[config.mk]
export PLATFORM = sky130hd
export DESIGN_NAME = boot_loader
export DESIGN_NICKNAME = d
export VERILOG_FILES = /design/src/rtl/boot_pkg.sv /design/src/rtl/boot_loader.sv
export SDC_FILE = /design/constraint.sdc
export NUM_CORES = 1
export LEC_CHECK = 0
export CORE_MARGIN = 4
export CORE_UTILIZATION = 42
export CTS_CLUSTER_SIZE = 12
export DETAILED_ROUTE_END_ITERATION = 6
export PLACE_DENSITY_LB_ADDON = 0.08
export SLEW_MARGIN = 20
export SYNTH_ARGS = -nofsm -noshare
export SYNTH_HDL_FRONTEND = slang
export SYNTH_SLANG_ARGS = --single-unit
export TNS_END_PERCENT = 50
[constraint.sdc]
create_clock -name clk -period 3.2 [get_ports clk]
set_input_delay 0.64 -clock clk [delete_from_list [all_inputs] [get_ports clk]]
set_output_delay 0.64 -clock clk [all_outputs]
set_load 0.01 [all_outputs]
[src/rtl/boot_pkg.sv]
// Shared state encoding and default widths for the boot ROM to RAM copier.
package boot_pkg;

  typedef enum logic [2:0] {
    IDLE,
    RD_REQ,
    RD_CAP,
    WR_REQ,
    DONE
  } state_t;

  localparam int BOOT_SRC_AW = 4;
  localparam int BOOT_DW     = 16;
  localparam int BOOT_DST_AW = 8;
  localparam int BOOT_WORDS  = 8;

endpackage

[src/rtl/boot_loader.sv]
// Copies WORDS ROM words into RAM (3 cycles/word), keeps CPU in reset until done.
// Each cycle without dst_ack in WR_REQ stalls the copy by exactly one cycle.
module boot_loader
  import boot_pkg::*;
#(
  parameter int SRC_AW   = BOOT_SRC_AW,
  parameter int DW       = BOOT_DW,
  parameter int WORDS    = BOOT_WORDS,
  parameter int DST_AW   = BOOT_DST_AW,
  parameter int DST_BASE = 0
) (
  input  logic              clk,
  input  logic              rst_n,
  input  logic              start,
  output logic              src_cs,
  output logic              src_we,
  output logic [SRC_AW-1:0] src_addr,
  output logic [DW-1:0]     src_din,
  input  logic [DW-1:0]     src_dout,
  output logic              dst_cs,
  output logic              dst_we,
  output logic [DST_AW-1:0] dst_addr,
  output logic [DW-1:0]     dst_wdata,
  input  logic              dst_ack,
  output logic              busy,
  output logic              done,
  output logic              cpu_hold,
  output logic [DW-1:0]     checksum
);

  localparam logic [SRC_AW-1:0] LAST_IDX = SRC_AW'(WORDS - 1);
  localparam logic [DST_AW-1:0] BASE     = DST_AW'(DST_BASE);

  state_t            state;
  state_t            state_nxt;
  logic [SRC_AW-1:0] idx;
  logic [DW-1:0]     data_q;

  always_ff @(posedge clk) begin
    if (!rst_n) begin
      state    <= IDLE;
      idx      <= '0;
      data_q   <= '0;
      checksum <= '0;
    end else begin
      state <= state_nxt;
      if (state == RD_CAP) begin
        data_q   <= src_dout;
        checksum <= checksum ^ src_dout;
      end
      if (state == WR_REQ && dst_ack && idx != LAST_IDX) begin
        idx <= idx + 1'b1;
      end
    end
  end

  // Outputs decode from state/idx/data_q only, so no input reaches an output combinationally.
  always_comb begin
    state_nxt = state;
    src_cs    = 1'b0;
    src_we    = 1'b0;
    src_addr  = '0;
    src_din   = '0;
    dst_cs    = 1'b0;
    dst_we    = 1'b0;
    dst_addr  = '0;
    dst_wdata = '0;
    busy      = 1'b0;
    done      = 1'b0;
    cpu_hold  = 1'b1;

    unique case (state)
      IDLE: begin
        if (start) state_nxt = RD_REQ;
      end
      RD_REQ: begin
        src_cs    = 1'b1;
        src_addr  = idx;
        busy      = 1'b1;
        state_nxt = RD_CAP;
      end
      RD_CAP: begin
        src_cs    = 1'b1;
        src_addr  = idx;
        busy      = 1'b1;
        state_nxt = WR_REQ;
      end
      WR_REQ: begin
        dst_cs    = 1'b1;
        dst_we    = 1'b1;
        dst_addr  = BASE + DST_AW'(idx);
        dst_wdata = data_q;
        busy      = 1'b1;
        if (dst_ack) state_nxt = (idx == LAST_IDX) ? DONE : RD_REQ;
      end
      DONE: begin
        done     = 1'b1;
        cpu_hold = 1'b0;
      end
      default: state_nxt = IDLE;
    endcase
  end

endmodule

# Word-level counts from Yosys, hierarchy flattened
# Cells that the tools add are included.
[word_totals]
regBits = 39
input_bits = 20
out_inout_bits = 67
elab_cells = 33
[classes]
addsub = 1
n_eq_ne = 8
mux = 12
bitwise = 2
reduce_logical = 6
[ops]
columns = ["cell", "count"]
rows = [
  ["2-to-1 mux 16 bit", 1],
  ["bitwise XOR 16 bit", 1],
  ["one-hot mux 3 bit (5 select lines)", 1],
  ["2-to-1 mux 3 bit", 3],
  ["2-to-1 mux 4 bit", 2],
  ["== test 3 x 2 -> 1 bit (second input constant)", 2],
  ["2-to-1 mux 1 bit", 5],
  ["adder 4 x 1 -> 4 bit (second input constant)", 1],
  ["== test 4 x 3 -> 1 bit (second input constant)", 1],
  ["!= test 2 bit (second input constant)", 2],
  ["!= test 4 x 3 -> 1 bit (second input constant)", 1],
  ["== test 3 x 1 -> 1 bit (second input constant)", 1],
  ["== test 3 bit (second input constant)", 1],
  ["logical NOT 3 bit", 1],
  ["AND reduction 3 bit", 1],
  ["OR reduction 3 bit", 1],
  ["logical AND 1 bit", 2],
  ["OR reduction 2 bit", 1],
  ["inverter 1 bit", 1],
]

# Depth between registers and ports, before layout
[depth]
word_depth = 4
ltp_mapped = 6
depth_no_buf = 4

# Worst setup path after synthesis
# No wires, ideal clock.
[synth_path]
kind = "reg2out"
start = "reg state[2]"
end = "out dst_wdata[0]"
arrival_ns = 1.200
required_ns = 2.560
setup_slack_ns = 1.360
stages_incl_launch_ff = 5
path_buffers = 2
cell_sequence = "dfxtp_1 > buf_2 > and3b_1 > clkbuf_1 > and2_1"
[synth_via]
elab_chain_cells = 2
[synth_rtl]
columns = ["item", "line", "text"]
rows = [
  ["start, declared", "boot_loader.sv:34", "state_t state;"],
  ["start signal, assigned", "boot_loader.sv:46", "state <= state_nxt;"],
  ["== test 3 x 2 -> 1 bit", "boot_loader.sv:72", "unique case (state)"],
  ["2-to-1 mux 16 bit", "boot_loader.sv:72", ""],
  ["end, declared", "boot_loader.sv:23", "output logic [DW-1:0] dst_wdata,"],
]
# Every way passes these cells.

# Worst setup path in the final report
[layout_path]
start = "reg state[0]"
end = "out dst_wdata[15]"
# Same word-level chain as after synthesis.

==> impl_metrics.yaml <==
cells_and_area:
  final_util_pct: 58.8
  fillers: 435
  regArea_sq_um: 781
  final_cell_mix: "clkdlybuf4s50_1 (65), dfxtp_1 (39), a21oi_1 (37)"
  area_growth_pct: 34.0
  multi_input_area_sq_um: 913
  fin_nets: 323
  drive_gt1_share_pct: 3.96
  final_cells: 355
  diodes: 0
  final_common_cell: "clkdlybuf4s50_1"
pwr:
  irDropWorstVdd_uv: 213
  total_power_mw: 1.08
  power_density_nw_per_um2: 420
  p_leak_nw: 1.01
clock_network:
  path_clk_slew_ns: 0.07
  cts.sinks: 39
  cts_made_buffers: 5
  cts_hold_buffers: 0
  cts_root_buf: "clkbuf_8"
  clk_latency_ns: 0.28
  cts_max_path_buffers: 2
  cts.repair.resized: 0
  h-tree-depth: 2
  cts_tree: "done"
  post_cts_buffers: 0
worst_setup_path:
  end_kind: "output port"
  cp_max_fo: 25
  max_stage_delay_ns: 0.72
  r2r_slack_ns: 1.48
  cp_data_arrival_time_ns: 2.28
  path_buf_inv: 1
  path_delay_family: "simple AND/OR/NAND/NOR gates"
  cp_data_required_time_ns: 2.56
  path_class: "flop to output port"
  path_cells: "and3b_1, and2_1, clkdlybuf4s50_1"
  critPathLaunchType: "flop"
  cp_slowest_cell: "and3b_1"
floorplan:
  num_io_pins: 87
  die_h_um: 75.7
  core_region_area_sq_um: 4380
  die_w_um: 75.7
  initial_utilization_pct: 43.9
  std_cell_rows: 24
  dieArea_sq_um: 5730
logic_synthesis:
  async_reset_ff_share_pct: 0
  synth_edf_count: 0
  synth_area_leader_cell: "dfxtp_1"
  synth_simple_gate_area_share_pct: 25.8
  ys.flop_type: "dfxtp_1"
  postSynthCellCount: 247
  yosys_register_bits: 39
  avgSynthCellArea_sq_um: 7.79
  synth.top_cell.area_share_pct: 40.6
  netlist_top_cells_area: "dfxtp_1 (41%), a21oi_1 (9.6%), buf_4 (9.0%), and2_1 (7.8%), nand2_1 (6.4%)"
  synthAdderAreaFrac_pct: 0.651
  synth_top_family_by_area: "simple AND/OR/NAND/NOR gates"
  ys_seq_area_share_pct: 40.6
  synth-compound-area-share_pct: 16.2
  synthMuxAreaShare_pct: 0
  ys_warn_count: 0
  synth_xor_area_share_pct: 0.455
  syn-cell-area_sq_um: 1920
  synth_cell_types: 33
placed_design:
  dp_slack_ns: 0.604
  port_buffers: 65
  hpwl_um: 2890
  place_inst: 347
  place_congestion: 0.832
timing:
  slew_headroom_pct: 48.0
  period_share_pct: 91.3
  fin_ws_ns: 0.278
  fmax_ghz: 0.342
  setup_violations: 0
  hold_viol_final: 0
  finalMaxSlewViolations: 0
  worstMarginPinSlew_ns: 0.780
  tns_ns: 0
  skew_ns: 0.00224
  period_minus_slack_ns: 2.92
  grt_setup_unrepaired: "no"
global_route:
  overflow: 0
  first_global_vias: 1468
  grt_pass1_wl_um: 6670
  grt_max_degree: 49
  grt_usage_pct: 15.2
  antenna_found_initial: 0
routing:
  drcViolationCount: 0
  routed_via_density: 4.76
  first_iter_violations: 77
  wire_per_inst_um: 12.0
  drtAntennaViolNets: 0
  dr_total_vias: 1691
  drtPass1Iterations: 4
  routed_wl_um: 4260
job:
  drv_cap: 0
worst_hold_path:
  hp-class: "flop to flop"
run_status:
  status: "finished, final reports clean"
-- kinds of logic (layout without fill, tap and decap cells) --
kind of cell               Yosys count  count (layout)
DFF                                 39              39
other                                1              21
adders and majority gates            1               1
and+or+nand+nor                     90              90
xor gates and xnor gates             1               1
AOI/OAI and AO/OA                   60              60
buffers and inverters               55              91
-- area by class of cell --
| class | instances | area share [%] |
|---|---|---|
| flip-flops and latches | 39 | 30.3 |
| clock buffers | 8 | 3.88 |
| repair buffers | 65 | 25.2 |
| multi-input cells | 173 | 35.4 |
| inverters | 18 | 2.62 |
| well taps | 52 | 2.52 |
-- worst paths after layout --
path	from	endpoint	cells past startpoint
min	data_q[3]	data_q[3]	2
max reg2reg	state[0]	idx[2]	3
max	state[0]	dst_wdata[15]	3
min reg2reg	data_q[3]	data_q[3]	2
-- worst register-to-register path, cell delays in order (launching register included) --
cell	delay (ns)
dfxtp_1	0.50
and3b_1	0.72
and4_1	0.29
a211oi_1	0.07
-- per-stage QoR --
step | area [sq um] | hold WS (ns)
CTS | 2570 | 0.456
floorplan | 2000 | 0.432
global route | 2580 | 0.472
detailed placement | 2470 | 0.445
global placement | 2470 | 0.439
finish | 2580 | 0.450
-- Yosys cell counts (all sizes together) (2+ instances only) --
| master | instances |
|---|---|
| dfxtp | 39 |
| nand2 | 33 |
| nand3 | 2 |
| and3b | 2 |
| a21oi | 37 |
| or3b | 2 |
| clkbuf | 11 |
| or3 | 17 |
| and2 | 24 |
| nor2 | 3 |
| inv | 18 |
| o21ai | 19 |
| buf | 26 |
-- metal layers --
layer  vias to the layer above  part of all wire (%)  global-route usage [%]
met4                         0                   1.0                    5.24
met1                       765                    45                    20.1
met3                         4                   6.9                    4.75
li1                        875                     -                       -
met2                        47                    47                    23.5
met5                         -                     0                       0
-- power breakdown --
part	total (mW)	leakage, nW	switching, mW	internal [mW]
logic	0.187	0.640	0.0983	0.0887
clock network	0.362	0.0515	0.165	0.197
registers	0.535	0.317	0.0205	0.514
-- flip-flops by register name (all words and copies together) (netlist names) --
signal	flops
checksum	16
data_q	16
idx	4
state	3
No activity file was read; power rests on OpenSTA's default activity.
